===== src/rtl/mult_hilo_ctrl_pkg.sv =====
// Shared opcodes, FSM encoding and default timing for the HI/LO controller.
// Imported by the controller and by the handshake interfaces.
package mult_hilo_ctrl_pkg;

  localparam logic [2:0] OP_MULT = 3'd0;
  localparam logic [2:0] OP_MTHI = 3'd1;
  localparam logic [2:0] OP_MTLO = 3'd2;
  localparam logic [2:0] OP_MFHI = 3'd3;
  localparam logic [2:0] OP_MFLO = 3'd4;

  localparam int TIMEOUT_DEF = 40;
  localparam int DRAIN_DEF   = 40;

  typedef enum logic [1:0] {
    S_DRAIN = 2'd0,
    S_IDLE  = 2'd1,
    S_START = 2'd2,
    S_WAIT  = 2'd3
  } state_t;

endpackage


===== src/rtl/mult_hilo_ctrl_if.sv =====
// Issue-side op/read bus and multiplier start/done bus.
// Master drives the request fields on each bus.
interface hilo_op_if;
  logic        op_valid;
  logic        op_ready;
  logic [2:0]  op_code;
  logic [31:0] op_a;
  logic [31:0] op_b;
  logic        rd_valid;
  logic [31:0] rd_data;

  modport master (
    output op_valid, op_code, op_a, op_b,
    input  op_ready, rd_valid, rd_data
  );
  modport slave (
    input  op_valid, op_code, op_a, op_b,
    output op_ready, rd_valid, rd_data
  );
endinterface

interface hilo_mul_if;
  logic        mult_begin;
  logic [31:0] mult_op1;
  logic [31:0] mult_op2;
  logic [63:0] product;
  logic        mult_end;

  modport master (
    output mult_begin, mult_op1, mult_op2,
    input  product, mult_end
  );
  modport slave (
    input  mult_begin, mult_op1, mult_op2,
    output product, mult_end
  );
endinterface


===== src/rtl/mult_hilo_ctrl.sv =====
// HI/LO register file and sequencer for the iterative signed multiplier.
// Stalls issue during a multiply and recovers from a hung multiplier.
module mult_hilo_ctrl
  import mult_hilo_ctrl_pkg::*;
#(
  parameter int TIMEOUT = TIMEOUT_DEF,
  parameter int DRAIN   = DRAIN_DEF
) (
  input  logic        clk,
  input  logic        resetn,
  hilo_op_if.slave    op,
  hilo_mul_if.master  mul,
  output logic [31:0] hi,
  output logic [31:0] lo,
  output logic        busy,
  output logic        err_timeout
);

  state_t      state_q, state_d;
  logic [7:0]  drain_q, drain_d;
  logic [7:0]  wait_q, wait_d;
  logic [31:0] hi_q, hi_d;
  logic [31:0] lo_q, lo_d;
  logic        rdv_q, rdv_d;
  logic [31:0] rdd_q, rdd_d;
  logic [31:0] op1_q, op1_d;
  logic [31:0] op2_q, op2_d;
  logic        err_q, err_d;

  always_ff @(posedge clk or negedge resetn) begin
    if (!resetn) begin
      state_q <= S_DRAIN;
      drain_q <= '0;
      wait_q  <= '0;
      hi_q    <= '0;
      lo_q    <= '0;
      rdv_q   <= 1'b0;
      rdd_q   <= '0;
      op1_q   <= '0;
      op2_q   <= '0;
      err_q   <= 1'b0;
    end else begin
      state_q <= state_d;
      drain_q <= drain_d;
      wait_q  <= wait_d;
      hi_q    <= hi_d;
      lo_q    <= lo_d;
      rdv_q   <= rdv_d;
      rdd_q   <= rdd_d;
      op1_q   <= op1_d;
      op2_q   <= op2_d;
      err_q   <= err_d;
    end
  end

  always_comb begin
    state_d = state_q;
    drain_d = drain_q;
    wait_d  = wait_q;
    hi_d    = hi_q;
    lo_d    = lo_q;
    rdv_d   = 1'b0;
    rdd_d   = rdd_q;
    op1_d   = op1_q;
    op2_d   = op2_q;
    err_d   = err_q;
    unique case (state_q)
      S_DRAIN: begin
        if (drain_q == 8'(DRAIN - 1)) begin
          state_d = S_IDLE;
          drain_d = '0;
        end else begin
          drain_d = drain_q + 8'd1;
        end
      end
      S_IDLE: begin
        if (op.op_valid) begin
          unique case (1'b1)
            (op.op_code == OP_MULT): begin
              op1_d   = op.op_a;
              op2_d   = op.op_b;
              state_d = S_START;
            end
            (op.op_code == OP_MTHI): hi_d = op.op_a;
            (op.op_code == OP_MTLO): lo_d = op.op_a;
            (op.op_code == OP_MFHI): begin
              rdd_d = hi_q;
              rdv_d = 1'b1;
            end
            (op.op_code == OP_MFLO): begin
              rdd_d = lo_q;
              rdv_d = 1'b1;
            end
            default: ;
          endcase
        end
      end
      S_START: begin
        state_d = S_WAIT;
        wait_d  = '0;
      end
      S_WAIT: begin
        if (mul.mult_end) begin
          hi_d    = mul.product[63:32];
          lo_d    = mul.product[31:0];
          state_d = S_IDLE;
        end else if (wait_q == 8'(TIMEOUT - 1)) begin
          // Hung multiplier: give it a drain window before new work.
          err_d   = 1'b1;
          drain_d = '0;
          state_d = S_DRAIN;
        end else begin
          wait_d = wait_q + 8'd1;
        end
      end
      default: state_d = S_DRAIN;
    endcase
  end

  assign op.op_ready    = (state_q == S_IDLE);
  assign op.rd_valid    = rdv_q;
  assign op.rd_data     = rdd_q;
  assign mul.mult_begin = (state_q == S_START);
  assign mul.mult_op1   = op1_q;
  assign mul.mult_op2   = op2_q;
  assign hi             = hi_q;
  assign lo             = lo_q;
  assign busy           = (state_q != S_IDLE);
  assign err_timeout    = err_q;

endmodule


===== src/flat_wrapper.sv =====
// flat-port wrapper written by rule: the top's interface ports become plain ports
module mult_hilo_ctrl_flat import mult_hilo_ctrl_pkg::*;
#(
  parameter int TIMEOUT = TIMEOUT_DEF,
  parameter int DRAIN   = DRAIN_DEF
)
  (clk, resetn, hi, lo, busy, err_timeout, op_op_valid, op_op_code, op_op_a, op_op_b, op_op_ready, op_rd_valid, op_rd_data, mul_mult_begin, mul_mult_op1, mul_mult_op2, mul_product, mul_mult_end);
  hilo_op_if op_i ();
  hilo_mul_if mul_i ();
  input  logic clk;
  input  logic resetn;
  output logic [31:0] hi;
  output logic [31:0] lo;
  output logic busy;
  output logic err_timeout;
  input wire logic [$bits(op_i.op_valid)-1:0] op_op_valid;
  input wire logic [$bits(op_i.op_code)-1:0] op_op_code;
  input wire logic [$bits(op_i.op_a)-1:0] op_op_a;
  input wire logic [$bits(op_i.op_b)-1:0] op_op_b;
  output wire logic [$bits(op_i.op_ready)-1:0] op_op_ready;
  output wire logic [$bits(op_i.rd_valid)-1:0] op_rd_valid;
  output wire logic [$bits(op_i.rd_data)-1:0] op_rd_data;
  output wire logic [$bits(mul_i.mult_begin)-1:0] mul_mult_begin;
  output wire logic [$bits(mul_i.mult_op1)-1:0] mul_mult_op1;
  output wire logic [$bits(mul_i.mult_op2)-1:0] mul_mult_op2;
  input wire logic [$bits(mul_i.product)-1:0] mul_product;
  input wire logic [$bits(mul_i.mult_end)-1:0] mul_mult_end;
  assign op_i.op_valid = op_op_valid;
  assign op_i.op_code = op_op_code;
  assign op_i.op_a = op_op_a;
  assign op_i.op_b = op_op_b;
  assign op_op_ready = op_i.op_ready;
  assign op_rd_valid = op_i.rd_valid;
  assign op_rd_data = op_i.rd_data;
  assign mul_mult_begin = mul_i.mult_begin;
  assign mul_mult_op1 = mul_i.mult_op1;
  assign mul_mult_op2 = mul_i.mult_op2;
  assign mul_i.product = mul_product;
  assign mul_i.mult_end = mul_mult_end;
  mult_hilo_ctrl #(.TIMEOUT(TIMEOUT), .DRAIN(DRAIN)) u_core (.clk(clk), .resetn(resetn), .op(op_i), .mul(mul_i), .hi(hi), .lo(lo), .busy(busy), .err_timeout(err_timeout));
endmodule

===== config.mk =====
export PLATFORM = sky130hd
export DESIGN_NAME = mult_hilo_ctrl_flat
export DESIGN_NICKNAME = d
export VERILOG_FILES = /design/src/rtl/mult_hilo_ctrl_pkg.sv /design/src/rtl/mult_hilo_ctrl_if.sv /design/src/rtl/mult_hilo_ctrl.sv /design/src/flat_wrapper.sv
export SDC_FILE = /design/constraint.sdc
export NUM_CORES = 1
export LEC_CHECK = 0
export BUFFER_PORTS_ARGS = -buffer_cell sky130_fd_sc_hd__buf_4
export CORE_MARGIN = 1
export CORE_UTILIZATION = 50
export CTS_CLUSTER_SIZE = 28
export DETAILED_ROUTE_END_ITERATION = 8
export GPL_TIMING_DRIVEN = 0
export PLACE_DENSITY = 0.81
export SLEW_MARGIN = 20
export SYNTH_ARGS = -nofsm -noshare
export SYNTH_HDL_FRONTEND = slang
export SYNTH_SLANG_ARGS = --single-unit

===== constraint.sdc =====
create_clock -name clk -period 4.3 [get_ports clk]
set_clock_uncertainty 0.05 [all_clocks]
set_input_delay 1.29 -clock clk [delete_from_list [all_inputs] [get_ports clk]]
set_output_delay 1.29 -clock clk [all_outputs]
set_load 0.01 [all_outputs]

==> flow_summary.ini, run 1 <==
[critical_path]
crit_fanout = 5
cp_data_required_time_ns = 2.96
crit_top_cell = inv_1
critPathSlowestCell = dfrtp_1
worstPathArrival_ns = 1.57
reg2reg_from = u_core.state_q[1]$_DFFE_PN0P_
max_stage_delay_ns = 0.43
cp_cell_sequence = inv_1, ha_1, clkbuf_2, inv_1, buf_4
end_kind = output port
startpoint = u_core.state_q[1]$_DFFE_PN0P_
cp-start-kind = flip-flop
crit_buf_inv = 4
crit_family = buffers and inverters
path_class = flip-flop to output port
r2r_slack_ns = 1.58

[yosys]
synth_cells = 717
yosysWarningCount = 0
netlist-cell-type-count = 43
ys_seq_elements = 180
synth-async-reset-ratio = 1.000
ys.flop_type = dfrtp_1
syn_area_sq_mm = 0.007876
seq_area_frac_synth = 0.5719
syn_area_per_cell_sq_um = 10.99
synth_nets = 860
synth_edf_count = 0

[routing]
drtAntennaViolNets = 0
vias = 6815
viasPerCell = 5.409
routed_wl_mm = 23.81
post_drt_wl_per_cell_um = 18.90
drt_pass1_iterations = 5
drt-initial-drc-count = 545
drc = 0

[placement]
dp_cells = 1228
place_area_sq_mm = 0.01042
pre_cts_slack_ns = 1.229
post-dp-hpwl_mm = 17.36
place.gp.congestion = 0.8493
io_buffers = 299

[sta]
fmax_ghz = 0.3435
setup_slack_ns = 1.389
tns_ns = 0
setup_viol = 0
relSlewSlack = 0.4902
finalCriticalPeriod_ns = 2.911
worstMarginPinSlew_ns = 0.7648
period_share = 0.6770
rsz0062_at_grt = false
slew_violations = 0
hold_viol_final = 0

[final_layout]
nNetsFinal = 1179
fillers = 1193
mostFrequentLayoutCell = buf_4
design_area_sq_mm = 0.01095
area.growth.synth_to_final_pct = 38.97
final_cell_mix = buf_4, dfrtp_1, a21oi_1, nor2_1, mux2_2
stdcell_count = 1260
drive_gt1_frac = 0.4109
diodes = 0

[clock_network]
post_cts_buffers = 0
numCtsBuffers = 17
cts.sinks = 180
cts_max_level = 4
clk_latency_ns = 0.43
post_cts_resized = 0
cts_buffer_depth = 2
cts_tree = built
cts.reportedPaths.clkPinSlew_ns = 0.07
root_buffer = clkbuf_16
hold_buffers = 0

[grt]
grt_usage = 0.3005
grt_pass1_vias = 6913
grt_max_degree = 93
gr-total-overflow = 0
antenna_found_initial = 0
grt_pass1_wl_mm = 36.74

[pwr]
p_leak_nw = 5.166
fin_total_pwr_mw = 8.444
peakVddDrop_mv = 0.3748
powerDensity_mw_per_mm2 = 771.5

[floorplan]
die-area_sq_mm = 0.01626
ios = 300
dieHeight_um = 127.5
rows = 45
start_util = 0.5143
die_w_um = 127.5
coreArea_sq_mm = 0.01531

[run_status]
status = complete, no violations

[min_path]
hold_start = u_core.err_timeout$_DFFE_PN0P_
hp-class = flip-flop to flip-flop

[run]
max-cap-violations = 0
-- final timing paths --
| path | end | cells past startpoint |
|---|---|---|
| hold / removal | u_core.err_timeout$_DFFE_PN0P_ | 1 |
| setup reg to reg | u_core.lo[0]$_DFFE_PN0P_ | 6 |
| hold reg to reg | u_core.err_timeout$_DFFE_PN0P_ | 1 |
| setup / recovery | busy | 5 |
| min in group asynchronous | u_core.mul.mult_op1[23]$_DFFE_PN0P_ | 1 |
| max in group asynchronous | u_core.op.rd_data[8]$_DFFE_PN0P_ | 2 |
-- area by class of cell --
class | count | area [sq um] | share of cell area
flip-flops and latches | 180 | 4504 | 0.4115
inverters | 5 | 18.77 | 0.001715
repair buffers | 300 | 2280 | 0.2083
well taps | 211 | 264.0 | 0.02412
clock buffers | 20 | 446.7 | 0.04081
multi-input cells | 487 | 3134 | 0.2864
clock inverters | 12 | 78.83 | 0.007202
plain buffers | 45 | 219.0 | 0.02000
-- cell usage after synthesis, drive strengths merged (3+ instances only) --
cell type	count	area, sq um
nand3	10	50.05
ha	8	100.1
a21oi	165	825.8
o21ai	8	43.79
dfrtp	180	4504
buf	29	157.7
mux2i	33	330.3
clkbuf	16	61.30
inv	5	18.77
mux2	65	732.0
nor2	101	379.1
nor4	3	18.77
and3	4	25.02
a211o	3	26.28
nor3b	3	22.52
nor2b	36	225.2
nand2	12	45.04
xor2	4	35.03
a211oi	4	55.05
-- kinds of logic after synthesis --
kind of cell | Yosys count | share of synthesized area
buffers and inverters | 50 | 0.03018
DFF | 180 | 0.5719
muxes | 98 | 0.1349
adders and majority gates | 8 | 0.01271
xor gates and xnor gates | 4 | 0.004448
and+or+nand+nor | 185 | 0.1122
AOI/OAI and AO/OA | 192 | 0.1338
-- sequential cells by signal, summed over array words and instances (netlist names), 2 cells and up --
| register | cells |
|---|---|
| u_core.mul.mult_op2 | 32 |
| u_core.drain_q | 8 |
| u_core.lo | 32 |
| u_core.hi | 32 |
| u_core.mul.mult_op1 | 32 |
| u_core.op.rd_data | 32 |
| u_core.state_q | 2 |
| u_core.wait_q | 8 |
-- power breakdown --
part	internal (mW)	total, mW	switching (mW)	leakage (nW)
clock network	0.753	1.41	0.661	0.257
registers	2.49	3.04	0.555	2.13
logic	1.85	3.99	2.14	2.78
total	5.09	8.44	3.35	5.17
-- worst reg2reg max path, stage by stage, from the launching register on --
cell	delay (ns)
dfrtp_1	0.42
ha_1	0.21
clkbuf_1	0.42
clkbuf_1	0.48
clkbuf_1	0.64
a21oi_1	0.23
a21oi_1	0.19
-- per-stage QoR --
step | hold WS (ns) | util
2_1_floorplan | 0.4285 | -
5_1_grt | 0.4684 | 0.7147
3_3_place_gp | 0.4331 | 0.6781
4_1_cts | 0.4530 | 0.7147
6_report | 0.4486 | 0.7147
3_5_place_dp | 0.4381 | 0.6804
-- layer usage --
layer	up-vias	part of all wire	GRT usage
li1	3144	-	-
met1	3286	0.39	0.3561
met2	335	0.50	0.5153
met3	50	0.079	0.08124
met5	-	0	0
met4	0	0.029	0.1282
(Power assumes the default switching activity.)
==> inputs of run 2 (changes only) <==
--- a/config.mk
+++ b/config.mk
@@ -7,11 +7,11 @@
 export LEC_CHECK = 0
 export BUFFER_PORTS_ARGS = -buffer_cell sky130_fd_sc_hd__buf_4
 export CORE_MARGIN = 1
-export CORE_UTILIZATION = 50
+export CORE_UTILIZATION = 49
 export CTS_CLUSTER_SIZE = 28
 export DETAILED_ROUTE_END_ITERATION = 8
 export GPL_TIMING_DRIVEN = 0
-export PLACE_DENSITY = 0.81
+export PLACE_DENSITY = 0.8
 export SLEW_MARGIN = 20
 export SYNTH_ARGS = -nofsm -noshare
 export SYNTH_HDL_FRONTEND = slang
==> constraint.sdc (replaced) <==
create_clock -name clk -period 2.9 [get_ports clk]
set_clock_uncertainty 0.05 [all_clocks]
set_input_delay 0.87 -clock clk [delete_from_list [all_inputs] [get_ports clk]]
set_output_delay 0.87 -clock clk [all_outputs]
set_load 0.01 [all_outputs]
==> flow_summary.ini, run 2 (synthesis gave the netlist of run 1 again) <==
[sta]
hold_viol_final = 0
tns_ns = 0
slew_violations = 0
worstMarginPinSlew_ns = 0.7502
fmax_ghz = 0.3972
setup_viol = 0
setup_slack_ns = 0.3826
relSlewSlack = 0.4999
finalCriticalPeriod_ns = 2.517
rsz0062_at_grt = false
period_share = 0.8681

[grt]
antenna_found_initial = 0
gr-total-overflow = 0
grt_usage = 0.2948
grt_pass1_wl_mm = 36.80
grt_pass1_vias = 6967
grt_max_degree = 99

[routing]
drt_pass1_iterations = 7
vias = 6767
viasPerCell = 5.371
drc = 0
post_drt_wl_per_cell_um = 18.80
drtAntennaViolNets = 0
routed_wl_mm = 23.69
drt-initial-drc-count = 414

[clock_network]
cts_buffer_depth = 2
cts.sinks = 180
root_buffer = clkbuf_16
post_cts_resized = 0
post_cts_buffers = 0
cts.reportedPaths.clkPinSlew_ns = 0.07
hold_buffers = 0
numCtsBuffers = 17
cts_tree = built
clk_latency_ns = 0.43
cts_max_level = 4

[critical_path]
worstPathArrival_ns = 2.81
crit_fanout = 10
path_class = flip-flop to flip-flop
max_stage_delay_ns = 0.55
cp_cell_sequence = ha_1, clkbuf_1, clkbuf_1, clkbuf_1, a21oi_1, a21oi_1
critPathSlowestCell = clkbuf_1
cp_data_required_time_ns = 3.20
crit_buf_inv = 3
crit_family = buffers and inverters
crit_top_cell = clkbuf_1
end_kind = flip-flop
cp-start-kind = flip-flop

[pwr]
fin_total_pwr_mw = 12.61
p_leak_nw = 5.172
powerDensity_mw_per_mm2 = 1150
peakVddDrop_mv = 0.5502

[run]
max-cap-violations = 0

[min_path]
hp-class = primary input to async pin

[floorplan]
ios = 300
die-area_sq_mm = 0.01659
rows = 45
coreArea_sq_mm = 0.01543
die_w_um = 128.8
dieHeight_um = 128.8
start_util = 0.5105

[final_layout]
drive_gt1_frac = 0.4109
final_cell_mix = buf_4, dfrtp_1, a21oi_1, nor2_1, mux2_2
diodes = 0
nNetsFinal = 1179
stdcell_count = 1260
final_util = 0.7113
mostFrequentLayoutCell = buf_4
area.growth.synth_to_final_pct = 39.32

[placement]
pre_cts_slack_ns = 0.2703
post-dp-hpwl_mm = 17.23
io_buffers = 299
dp_cells = 1228
place.gp.congestion = 0.8262

[run_status]
status = complete, no violations
run 2: changes by cell type in the layout (fill, tap and decap cells not counted), sizes merged:
cell	before	now
bufinv	0	1
clkinv	6	5
clkinvlp	3	4
inv	8	7
run 2: per-stage QoR:
step	area [sq um]	hold WS, ns
3_3_place_gp	10390	0.4402
2_1_floorplan	7876	0.4285
5_1_grt	10970	0.4660
6_report	10970	0.4075
3_5_place_dp	10420	0.4465
4_1_cts	10970	0.4491
run 2: final cells by class:
type	count	area, sq um
sequential	180	4504
timing repair buffer	300	2280
clock buffer	20	446.7
tap	211	264.0
fill	1220	4454
inverter	5	18.77
multi-input combinational	487	3134
buffer	45	219.0
clock inverter	12	106.4
run 2: final timing paths:
path	slack [ns]	cells after the start	from	to
min in group clk	0.46	1	u_core.mul.mult_op1[23]$_DFFE_PN0P_	u_core.mul.mult_op1[23]$_DFFE_PN0P_
min	0.41	1	resetn	u_core.op.rd_data[23]$_DFFE_PN0P_
max in group asynchronous	1.49	2	resetn	u_core.hi[3]$_DFFE_PN0P_
min reg2reg	0.46	1	u_core.mul.mult_op1[23]$_DFFE_PN0P_	u_core.mul.mult_op1[23]$_DFFE_PN0P_
max	0.38	6	u_core.state_q[1]$_DFFE_PN0P_	u_core.lo[12]$_DFFE_PN0P_
max reg2reg	0.38	6	u_core.state_q[1]$_DFFE_PN0P_	u_core.lo[12]$_DFFE_PN0P_
run 2: per-layer routing:
metal  wire length (um)  global-route usage  vias up
li1                   -                   -     3140
met1               9338              0.3470     3271
met2              11840              0.5154      308
met3               1816             0.07651       48
met4                694              0.1163        0
met5                  0                   0        -
run 2: report_power, final:
group	internal, mW	switching, mW
registers	3.69	0.818
clock network	1.21	0.990
logic	2.75	3.17
